## src/rtl/apb_arb_pkg.sv

```systemverilog
// ============================================================
// apb_arb_pkg : shared types and width helpers for the APB master
// Revision: 1.0
// ============================================================
`default_nettype none

`ifndef NO_OF_SLAVE_ON_BUS
`define NO_OF_SLAVE_ON_BUS 4
`endif

package apb_arb_pkg;

    typedef enum logic [1:0] {
        IDLE   = 2'd0,
        SETUP  = 2'd1,
        ACCESS = 2'd2,
        RESP   = 2'd3
    } state_e;

    typedef struct packed {
        logic [31:0] addr;
        logic [31:0] wdata;
        logic [3:0]  strb;
        logic [2:0]  prot;
        logic        write;
    } apb_req_t;

    // Width of an index into n items; never collapses to zero bits.
    function automatic int idx_w(input int n);
        return (n > 1) ? $clog2(n) : 1;
    endfunction

    // Decode field width: wide enough to represent n itself, so an index of
    // n or more is observable even when n is a power of two.
    function automatic int dec_w(input int n);
        return $clog2(n + 1);
    endfunction

endpackage

`default_nettype wire

```

## src/rtl/apb_bus_master_arb_rr_arbiter.sv

```systemverilog
// ============================================================
// rr_arbiter : one-hot round-robin grant starting at ptr
// Revision: 1.0
// ============================================================
`default_nettype none

module rr_arbiter
    import apb_arb_pkg::*;
#(
    parameter int NUM_REQ = 4
) (
    input  logic [NUM_REQ-1:0]          req,
    input  logic [idx_w(NUM_REQ)-1:0]   ptr,
    input  logic                        enable,
    output logic [NUM_REQ-1:0]          grant,
    output logic [idx_w(NUM_REQ)-1:0]   idx,
    output logic                        valid
);

    localparam int c_W = idx_w(NUM_REQ);

    logic [c_W-1:0] w_cand;

    always_comb begin : p_search
        grant  = '0;
        idx    = '0;
        valid  = 1'b0;
        w_cand = '0;
        for (int i = 0; i < NUM_REQ; i++) begin
            w_cand = c_W'((int'(ptr) + i) % NUM_REQ);
            if (enable && !valid && req[w_cand]) begin
                valid = 1'b1;
                idx   = w_cand;
                grant = NUM_REQ'(1) << w_cand;
            end
        end
    end

endmodule

`default_nettype wire

```

## src/rtl/apb_bus_master_arb.sv

```systemverilog
// ============================================================
// apb_bus_master_arb : round-robin multi-requester APB4 master
// Revision: 1.0
// ============================================================
`default_nettype none

module apb_bus_master_arb
    import apb_arb_pkg::*;
#(
    parameter int NUM_REQ     = 4,
    parameter int NUM_SLV     = `NO_OF_SLAVE_ON_BUS,
    parameter int DEC_LSB     = 12,
    parameter int TIMEOUT_CYC = 16
) (
    input  logic                   PCLK,
    input  logic                   PRESETn,
    input  logic [NUM_REQ-1:0]     req_valid,
    output logic [NUM_REQ-1:0]     req_ready,
    input  logic [NUM_REQ-1:0]     req_write,
    input  logic [NUM_REQ*32-1:0]  req_addr,
    input  logic [NUM_REQ*32-1:0]  req_wdata,
    input  logic [NUM_REQ*4-1:0]   req_strb,
    input  logic [NUM_REQ*3-1:0]   req_prot,
    output logic [NUM_REQ-1:0]     rsp_valid,
    output logic [31:0]            rsp_rdata,
    output logic                   rsp_err,
    output logic [31:0]            PADDR,
    output logic [2:0]             PPROT,
    output logic [NUM_SLV-1:0]     PSELx,
    output logic                   PWRITE,
    output logic                   PENABLE,
    output logic [31:0]            PWDATA,
    output logic [3:0]             PSTRB,
    input  logic                   PREADY,
    input  logic [31:0]            PRDATA,
    input  logic                   PSLVERR
);

    localparam int c_REQ_W = idx_w(NUM_REQ);
    localparam int c_DEC_W = dec_w(NUM_SLV);

    state_e               r_state,     w_state_nxt;
    logic [c_REQ_W-1:0]   r_ptr,       w_ptr_nxt;
    logic [c_REQ_W-1:0]   r_gidx,      w_gidx_nxt;
    apb_req_t             r_req,       w_req_nxt;
    logic [7:0]           r_cnt,       w_cnt_nxt;
    logic [NUM_SLV-1:0]   r_psel,      w_psel_nxt;
    logic                 r_penable,   w_penable_nxt;
    logic [NUM_REQ-1:0]   r_ready,     w_ready_nxt;
    logic [NUM_REQ-1:0]   r_rsp_valid, w_rsp_valid_nxt;
    logic [31:0]          r_rdata,     w_rdata_nxt;
    logic                 r_err,       w_err_nxt;

    logic [NUM_REQ-1:0]   w_grant;
    logic [c_REQ_W-1:0]   w_gidx;
    logic                 w_gnt_any;
    apb_req_t             w_sel;
    logic [c_DEC_W-1:0]   w_slv_idx;
    logic                 w_dec_err;
    logic [7:0]           w_cnt_inc;

    rr_arbiter #(
        .NUM_REQ (NUM_REQ)
    ) u_arb (
        .req    (req_valid),
        .ptr    (r_ptr),
        .enable (r_state == IDLE),
        .grant  (w_grant),
        .idx    (w_gidx),
        .valid  (w_gnt_any)
    );

    always_comb begin : p_req_mux
        w_sel = '0;
        for (int r = 0; r < NUM_REQ; r++) begin
            if (w_gidx == c_REQ_W'(r)) begin
                w_sel.addr  = req_addr[r*32 +: 32];
                w_sel.wdata = req_wdata[r*32 +: 32];
                w_sel.strb  = req_strb[r*4 +: 4];
                w_sel.prot  = req_prot[r*3 +: 3];
                w_sel.write = req_write[r];
            end
        end
        // Reads must present an all-zero PSTRB, so mask it once at latch time.
        if (!w_sel.write) begin
            w_sel.strb = 4'h0;
        end
    end

    assign w_slv_idx = w_sel.addr[DEC_LSB +: c_DEC_W];
    assign w_dec_err = (int'(w_slv_idx) >= NUM_SLV);
    assign w_cnt_inc = r_cnt + 8'd1;

    always_comb begin : p_fsm_next
        w_state_nxt     = r_state;
        w_ptr_nxt       = r_ptr;
        w_gidx_nxt      = r_gidx;
        w_req_nxt       = r_req;
        w_cnt_nxt       = r_cnt;
        w_psel_nxt      = r_psel;
        w_penable_nxt   = r_penable;
        w_ready_nxt     = '0;
        w_rsp_valid_nxt = '0;
        w_rdata_nxt     = r_rdata;
        w_err_nxt       = r_err;
        unique case (r_state)
            IDLE: begin
                if (w_gnt_any) begin
                    w_ready_nxt = w_grant;
                    w_req_nxt   = w_sel;
                    w_gidx_nxt  = w_gidx;
                    w_ptr_nxt   = (w_gidx == c_REQ_W'(NUM_REQ - 1)) ? '0
                                                                    : w_gidx + c_REQ_W'(1);
                    if (w_dec_err) begin
                        w_rsp_valid_nxt = w_grant;
                        w_rdata_nxt     = '0;
                        w_err_nxt       = 1'b1;
                        w_state_nxt     = RESP;
                    end else begin
                        w_psel_nxt  = NUM_SLV'(1) << w_slv_idx;
                        w_state_nxt = SETUP;
                    end
                end
            end
            SETUP: begin
                w_penable_nxt = 1'b1;
                w_cnt_nxt     = '0;
                w_state_nxt   = ACCESS;
            end
            ACCESS: begin
                // PREADY takes priority over a timeout landing in the same cycle.
                if (PREADY || (w_cnt_inc == 8'(TIMEOUT_CYC))) begin
                    w_rsp_valid_nxt = NUM_REQ'(1) << r_gidx;
                    w_rdata_nxt     = (PREADY && !r_req.write) ? PRDATA : 32'h0;
                    w_err_nxt       = PREADY ? PSLVERR : 1'b1;
                    w_psel_nxt      = '0;
                    w_penable_nxt   = 1'b0;
                    w_cnt_nxt       = '0;
                    w_state_nxt     = RESP;
                end else begin
                    w_cnt_nxt = w_cnt_inc;
                end
            end
            RESP: begin
                w_state_nxt = IDLE;
            end
            default: begin
                w_state_nxt = IDLE;
            end
        endcase
    end

    always_ff @(posedge PCLK or negedge PRESETn) begin : p_fsm_reg
        if (!PRESETn) begin
            r_state     <= IDLE;
            r_ptr       <= '0;
            r_gidx      <= '0;
            r_req       <= '0;
            r_cnt       <= '0;
            r_psel      <= '0;
            r_penable   <= 1'b0;
            r_ready     <= '0;
            r_rsp_valid <= '0;
            r_rdata     <= '0;
            r_err       <= 1'b0;
        end else begin
            r_state     <= w_state_nxt;
            r_ptr       <= w_ptr_nxt;
            r_gidx      <= w_gidx_nxt;
            r_req       <= w_req_nxt;
            r_cnt       <= w_cnt_nxt;
            r_psel      <= w_psel_nxt;
            r_penable   <= w_penable_nxt;
            r_ready     <= w_ready_nxt;
            r_rsp_valid <= w_rsp_valid_nxt;
            r_rdata     <= w_rdata_nxt;
            r_err       <= w_err_nxt;
        end
    end

    assign req_ready = r_ready;
    assign rsp_valid = r_rsp_valid;
    assign rsp_rdata = r_rdata;
    assign rsp_err   = r_err;
    assign PADDR     = r_req.addr;
    assign PWDATA    = r_req.wdata;
    assign PSTRB     = r_req.strb;
    assign PPROT     = r_req.prot;
    assign PWRITE    = r_req.write;
    assign PSELx     = r_psel;
    assign PENABLE   = r_penable;

endmodule

`default_nettype wire

```

## config.mk

```make
export PLATFORM = sky130hd
export DESIGN_NAME = apb_bus_master_arb
export DESIGN_NICKNAME = d
export VERILOG_FILES = /design/src/rtl/apb_arb_pkg.sv /design/src/rtl/apb_bus_master_arb_rr_arbiter.sv /design/src/rtl/apb_bus_master_arb.sv
export SDC_FILE = /design/constraint.sdc
export NUM_CORES = 1
export LEC_CHECK = 0
export BUFFER_PORTS_ARGS = -buffer_cell sky130_fd_sc_hd__buf_2
export CORE_AREA = 2 2 175 177
export CTS_BUF_LIST = sky130_fd_sc_hd__clkbuf_8
export CTS_CLUSTER_SIZE = 24
export DETAILED_ROUTE_END_ITERATION = 8
export DIE_AREA = 0 0 177 179
export GPL_TIMING_DRIVEN = 0
export PLACE_DENSITY = 0.62
export SYNTH_ARGS = -nofsm -noshare
export SYNTH_HDL_FRONTEND = slang
export SYNTH_SLANG_ARGS = --single-unit
```

## constraint.sdc

```tcl
create_clock -name PCLK -period 5.7 [get_ports PCLK]
set_clock_uncertainty 0.05 [all_clocks]
set_input_delay 0.855 -clock PCLK [delete_from_list [all_inputs] [get_ports PCLK]]
set_output_delay 0.855 -clock PCLK [all_outputs]
set_load 0.01 [all_outputs]
```

## After elaboration in Yosys (flattened, before gate mapping)

Cells that the tools add are included.

- Flip-flop bits (word level): 132
- Bits in latches: 0
- RAM bits: 0
- Bits in read-only memories: 0
- Output and inout bits: 118
- Logic and storage cells: 118
- Memories kept: 0

- Add/sub/neg operators: 5
- Multiply operators: 0
- Div/mod/pow operators: 0
- Order comparisons: 5
- Equal/unequal tests: 11
- Shifts and indexed selects: 6
- Mux-type cells: 54
- Bitwise logic cells: 0
- Reduce and logical (&&, ||, !) cells: 22

Operators with widths:

| operator | count |
|---|---|
| $mux 72 | 4 |
| $mux 32 | 4 |
| $pmux 32 s2 | 1 |
| $mux 4 | 13 |
| $shl 1x2->4 const A | 5 |
| $mux 2 | 8 |
| $pmux 4 s2 | 2 |
| $pmux 8 s2 | 1 |
| $mux 1 | 13 |
| $lt 2x3->1 const B | 4 |
| $add 8x1->8 const B | 1 |
| $bmux 1 s2 | 4 |
| $eq 2x2->1 const B | 4 |
| $eq 8x5->1 const B | 1 |
| $logic_and 1x1->1 | 8 |
| $mux 8 | 1 |
| $ne 2x2->1 const B | 4 |
| $pmux 2 s4 | 1 |
| $reduce_and 4->1 | 2 |
| $reduce_and 2->1 | 3 |
| $add 2x1->2 const B | 2 |
| $add 2x2->2 const B | 2 |
| $eq 2x1->1 const B | 2 |
| $logic_not 1->1 | 4 |
| 6 further kinds | 9 |

## Depth between registers and ports, before layout

- Depth after elaboration: 25
- Gate-level depth with buffers: 18
- Depth with buffers taken out: 15

## Modules after synthesis

Synthesis repeated with hierarchy kept, for this count alone.

- Cells, all modules: 914
- Area total of the unflattened synthesis: 8132.8 µm²

By module, submodules not included:

| module | times used | cells an instance | area each (µm²) | seq. area each (µm²) |
|---|---|---|---|---|
| apb_bus_master_arb | 1 | 856 | 7626.1 | 3303.2 |
| rr_arbiter | 1 | 58 | 506.7 | 0.0 |

## Worst setup path after synthesis

Ideal clock, no wire load.

- Path kind: input-to-reg
- Start: in req_valid[3]
- End: reg r_psel[3], in the netlist PSELx[3]
- Arrival: 3988 ps
- Required time: 5522 ps
- Setup slack: 1534 ps
- Cell stages on the path: 12
- Buffers on the path: 1
- Cell sequence: clkbuf_1 mux4_2 a2111oi_0 a211oi_1 o21bai_1 inv_1 ha_1 and3b_1 a2111oi_2 o221ai_1 a31oi_2 mux2_1

- Cells in the longest elaborated chain, start to end: 25
- Elaborated cells on any way between the ends: 42

RTL lines:

| item | RTL line | text |
|---|---|---|
| start: declaration | apb_bus_master_arb.sv:17 | `input logic [NUM_REQ-1:0] req_valid,` |
| $bmux 1 s2 | apb_bus_master_arb_rr_arbiter.sv:31 | `if (enable && !valid && req[w_cand]) begin` |
| $mux 1 (implied by the code) | apb_bus_master_arb_rr_arbiter.sv:31 |  |
| $logic_and 1x1->1 | apb_bus_master_arb_rr_arbiter.sv:31 |  |
| $mux 1 | apb_bus_master_arb_rr_arbiter.sv:31 |  |
| $logic_not 1->1 | apb_bus_master_arb_rr_arbiter.sv:31 |  |
| $logic_and 1x1->1 (2 in series) | apb_bus_master_arb_rr_arbiter.sv:31 |  |
| $mux 1 | apb_bus_master_arb_rr_arbiter.sv:31 |  |
| $logic_not 1->1 | apb_bus_master_arb_rr_arbiter.sv:31 |  |
| (+3 left out) | - |  |
| $logic_not 1->1 | apb_bus_master_arb_rr_arbiter.sv:31 |  |
| $logic_and 1x1->1 (2 in series) | apb_bus_master_arb_rr_arbiter.sv:31 |  |
| $mux 2 (*) | apb_bus_master_arb_rr_arbiter.sv:31 |  |
| named net u_arb.idx[1] | apb_bus_master_arb_rr_arbiter.sv:16 | `output logic [idx_w(NUM_REQ)-1:0] idx,` |
| $logic_not 2->1 | apb_bus_master_arb.sv:76 | `if (w_gidx == c_REQ_W'(r)) begin` |
| $mux 72 (3 in series) | apb_bus_master_arb.sv:76 |  |
| $mux 72 (*) | apb_bus_master_arb.sv:76 |  |
| parallel branches: the longest is 4 deep, another holds $ge 3x3->1 | - |  |
| end signal: assignment | apb_bus_master_arb.sv:172 | `r_psel <= w_psel_nxt;` |
| end: declaration | apb_bus_master_arb.sv:47 | `logic [NUM_SLV-1:0] r_psel, w_psel_nxt;` |

Mark *: on every way through the listed nets, which the timed path passes. The select of a mux whose other input is x is not followed.
A chain may end at the register's enable or synchronous reset.

## Worst setup path in the final report

- Start: reg r_ptr[1]
- End: reg r_req, in the netlist PPROT[0]

- Cells in the longest elaborated chain, start to end: 21
- Elaborated cells on any way between the ends: 38

RTL lines:

| item | RTL line | text |
|---|---|---|
| start: declaration | apb_bus_master_arb.sv:43 | `logic [c_REQ_W-1:0] r_ptr, w_ptr_nxt;` |
| start signal: assignment | apb_bus_master_arb.sv:168 | `r_ptr <= w_ptr_nxt;` |
| $bmux 1 s2 | apb_bus_master_arb_rr_arbiter.sv:31 |  |
| $mux 1 (implied by the code) | apb_bus_master_arb_rr_arbiter.sv:31 |  |
| $logic_and 1x1->1 | apb_bus_master_arb_rr_arbiter.sv:31 |  |
| $mux 1 | apb_bus_master_arb_rr_arbiter.sv:31 |  |
| $logic_not 1->1 | apb_bus_master_arb_rr_arbiter.sv:31 |  |
| $logic_and 1x1->1 (2 in series) | apb_bus_master_arb_rr_arbiter.sv:31 |  |
| $mux 1 | apb_bus_master_arb_rr_arbiter.sv:31 |  |
| $logic_not 1->1 | apb_bus_master_arb_rr_arbiter.sv:31 |  |
| $logic_and 1x1->1 (2 in series) | apb_bus_master_arb_rr_arbiter.sv:31 |  |
| $mux 1 | apb_bus_master_arb_rr_arbiter.sv:31 |  |
| $logic_not 1->1 | apb_bus_master_arb_rr_arbiter.sv:31 |  |
| $logic_and 1x1->1 (2 in series) | apb_bus_master_arb_rr_arbiter.sv:31 |  |
| $mux 2 (*) | apb_bus_master_arb_rr_arbiter.sv:31 |  |
| named net u_arb.idx[1] | apb_bus_master_arb_rr_arbiter.sv:16 |  |
| $logic_not 2->1 | apb_bus_master_arb.sv:76 |  |
| $mux 72 (3 in series) | apb_bus_master_arb.sv:76 |  |
| $mux 72 (*) | apb_bus_master_arb.sv:76 |  |
| end signal: assignment | apb_bus_master_arb.sv:170 | `r_req <= w_req_nxt;` |
| end: declaration | apb_bus_master_arb.sv:45 | `apb_req_t r_req, w_req_nxt;` |

Mark *: on every way through the listed nets, which the timed path passes. The rest lies on a longest branch. The select of a mux whose other input is x is not followed.

==> results by group <==
Floorplanning
  • Core ar.: 30030 µm²
  • Starting Density: 0.2763
  • Die ar.: 31680 µm²
  • Die width: 177 µm
  • # IOs: 446
  • Row Count: 64
  • Die height: 179 µm

Critical path
  • Crit-path cells: buf_2 > inv_1 > ha_1 > mux4_2 > a2111oi_0 > a211oi_1 > o21bai_1 > ha_1 > clkbuf_1 > clkbuf_1 > clkbuf_1 > a21oi_1 > a21oi_1 > nor2_1 > a21oi_1 > o21ai_0
  • WP buf/inv: 5
  • Slowest CP cell: clkbuf_1
  • Largest stage delay, worst path: 590 ps
  • Max FO, Critical Path: 10
  • Path type of the worst setup path: reg -> reg
  • Worst path top cell family by delay: buffers and inverters
  • Setup crit end kind: flip-flop
  • Worst Setup Start Kind: flip-flop
  • Worst EP arrival: 5410 ps
  • CP Data Required Time: 5970 ps

Timing
  • TNS Setup: 0 ps
  • Slew at the pin closest to its max-slew limit: 1119 ps
  • RSZ-0062 raised after global routing: no
  • Maximum clock rate: 194.4 MHz
  • Final critical-path share of the clock period: 0.9026
  • Final Slew Violations: 0
  • Count of final setup violators: 0
  • Final hold vios: 0
  • Tmin final: 5145 ps
  • Max-Slew Margin vs Limit: 0.2538

Power and ir drop
  • P per Cell Area: 626.0 nW/µm²
  • Peak VDD IR: 0.2354 mV
  • P_leak: 5.651 nW
  • Switch share: 0.5171
  • Sw Pwr: 0.003714 W
  • Gate power share: 0.667
  • Seq pwr share: 0.214
  • Clock power frac: 0.119
  • Int Power: 0.003468 W
  • Pwr Total: 0.007181 W

Logic synthesis
  • Asr flop ratio synth: 1.000
  • Syn Inst Count: 1049
  • Cell Area, Synth: 8295 µm²
  • Post-synth EDFFs: 0
  • Net Count, Synth: 1389
  • Post-synthesis cell type count: 55
  • Post-Syn Area per Cell: 7.908 µm²
  • Sequential area share after synthesis: 0.3982
  • Ys Warns: 0
  • Flops & latches, synth: 132
  • Ys flop type: dfrtp_1

Detailed routing
  • Post-DRT Antenna Nets: 0
  • DR iter-0 viols: 551
  • WL final: 38560 µm
  • Average wire per standard cell: 19.99 µm
  • Vias after detailed routing: 9732
  • TritonRoute pass-1 iters: 4
  • DR vias/cell: 5.045
  • Drt drc: 0

Finish
  • Share of layout cells above drive strength 1: 0.3362
  • Area of the multi-input gates: 4404 µm²
  • Syn-to-layout area delta: 38.28%
  • # nets final: 1853
  • Fillers: 3238
  • Register area: 3303 µm²

Global route
  • Largest net degree at the start of global routing: 74
  • Vias in the first global route: 9199
  • First-pass GRT wire length: 55230 µm
  • Overall routing resource usage: 0.2339
  • Gr ovfl total: 0
  • Number of antenna violations at the first check in global routing: 8

Placement
  • DP HPWL: 30670 µm
  • GPL Wtd Cong: 0.8848
  • PortBufs: 444

Clock tree
  • Clock latency at the later pin of the worst-skew pair: 440 ps
  • Longest Clk Path Bufs: 2
  • CTS Buf Count: 17
  • CTS tree: done
  • Clock root cell: clkbuf_8
  • Clock-pin slew on the worst setup and hold paths: 90 ps
  • H-tree depth: 4
  • Number of buffers added for setup after CTS: 0
  • Sink Count: 132

Outcome
  • Outcome: finished, final reports clean

Job
  • Max cap viols: 0

Min path
  • Worst hold path type: in -> async
[worst register-to-register path, stage by stage, from the launching register on]
cell and delay (ps):
dfrtp_1 470, buf_2 270, inv_1 120, ha_1 430
mux4_2 460, a2111oi_0 320, a211oi_1 90, o21bai_1 390
ha_1 230, clkbuf_1 340, clkbuf_1 550, clkbuf_1 600
a21oi_1 190, a21oi_1 220, nor2_1 60, a21oi_1 160
o21ai_0 90
[sequential cells by signal (all words and copies together), names as in the netlist, 2 cells and up]
name and cells:
r_ptr 2, PSTRB 4, rsp_rdata 32, PSELx 4, req_ready 4, r_state 2, PPROT 3, r_gidx 2
PADDR 32, PWDATA 32, r_cnt 8, rsp_valid 4
[power by group through the flow]
| stage | sequential (W) | combinational (W) | clock [W] |
|---|---|---|---|
| 4_1_cts | 0.00154 | 0.00481 | 0.000884 |
| 5_1_grt | 0.00158 | 0.00531 | 0.000924 |
| 2_1_floorplan | 0.00169 | 0.00290 | 0 |
| 3_5_place_dp | 0.00155 | 0.00480 | 0 |
| 3_3_place_gp | 0.00154 | 0.00474 | 0 |
| 6_report | 0.00154 | 0.00479 | 0.000856 |
[worst paths after layout]
check,end,from,slack (ps),cells after the start
setup / recovery,PPROT[0]$_DFFE_PN0P_,r_ptr[1]$_DFFE_PN0P_,560,16
hold / removal,rsp_valid[0]$_DFF_PN0_,PRESETn,320,1
setup reg to reg,PPROT[0]$_DFFE_PN0P_,r_ptr[1]$_DFFE_PN0P_,560,16
hold reg to reg,PADDR[9]$_DFFE_PN0P_,PADDR[9]$_DFFE_PN0P_,430,2
max in group asynchronous,PSTRB[3]$_DFFE_PN0P_,PRESETn,4470,2
min in group PCLK,PADDR[9]$_DFFE_PN0P_,PADDR[9]$_DFFE_PN0P_,430,2
[cells in the final DEF, fill, tap and decap left out, drive strengths merged, types with 12 or more instances in the layout]
master	count
a21oi	196
a221oi	14
buf	468
clkbuf	79
dfrtp	132
ha	12
inv	59
mux2i	36
nand2	185
nand3b	56
nor2	73
nor2b	19
nor3	17
o21ai	90
[per-layer routing]
layer | track usage | part of all wire
met5 | 0 | 0.00034
met4 | 0.08092 | 0.026
met3 | 0.05153 | 0.072
met2 | 0.4014 | 0.49
met1 | 0.2889 | 0.41
[area by class of cell]
class	instances	area share
multi-input cells	782	0.3839
flip-flops and latches	132	0.2880
repair buffers	445	0.1967
well taps	396	0.04319
plain buffers	85	0.03501
clock buffers	17	0.02040
inverters	50	0.01636
clock inverters	15	0.01494
diodes	7	0.001527
[metrics by stage]
stage          hold slack, ps  instances  instance area [µm²]    util  setup WS (ps)
4_1_cts                 322.4       1922                11450  0.3814          301.3
2_1_floorplan           408.1       1049                 8295       -           1534
5_1_grt                 327.8       1926                11460  0.3818          75.49
3_5_place_dp            414.7       1890                11050  0.3679          217.2
3_3_place_gp            407.2       1889                11010  0.3668          218.3
6_report                324.4       1929                11470  0.3820          555.2
[cell families after synthesis]
group / count (synthesis) / synth area share
simple gates: 380 / 0.2167
mux: 45 / 0.05928
compound gates: 345 / 0.2368
fa+ha+maj: 12 / 0.01810
buf+inv: 135 / 0.07089
flops: 132 / 0.3982
[what timing repair did]
| item | CTS | global route |
|---|---|---|
| gates resized for setup | 0 | 2 |
| setup endpoints to repair | 0 | 2 |
| hold buffers | 0 | 0 |
[cells in the mapped netlist, drive strengths merged, types with 4 or more instances]
library cell	count	area share
nor2	73	0.033
o21ai	90	0.055
nand2b	8	0.0060
nand2	185	0.084
nor2b	19	0.014
nand3b	56	0.051
mux2i	36	0.043
o22ai	6	0.0045
mux2	7	0.010
o31ai	4	0.0036
nor3	17	0.010
a21o	4	0.0036
ha	12	0.018
inv	50	0.023
a21oi	196	0.12
a221oi	14	0.015
o211ai	4	0.0036
a211oi	7	0.0069
nand3	4	0.0024
clkbuf	62	0.029
buf	23	0.020
dfrtp	132	0.40
Power figures use the tool's default switching activity.
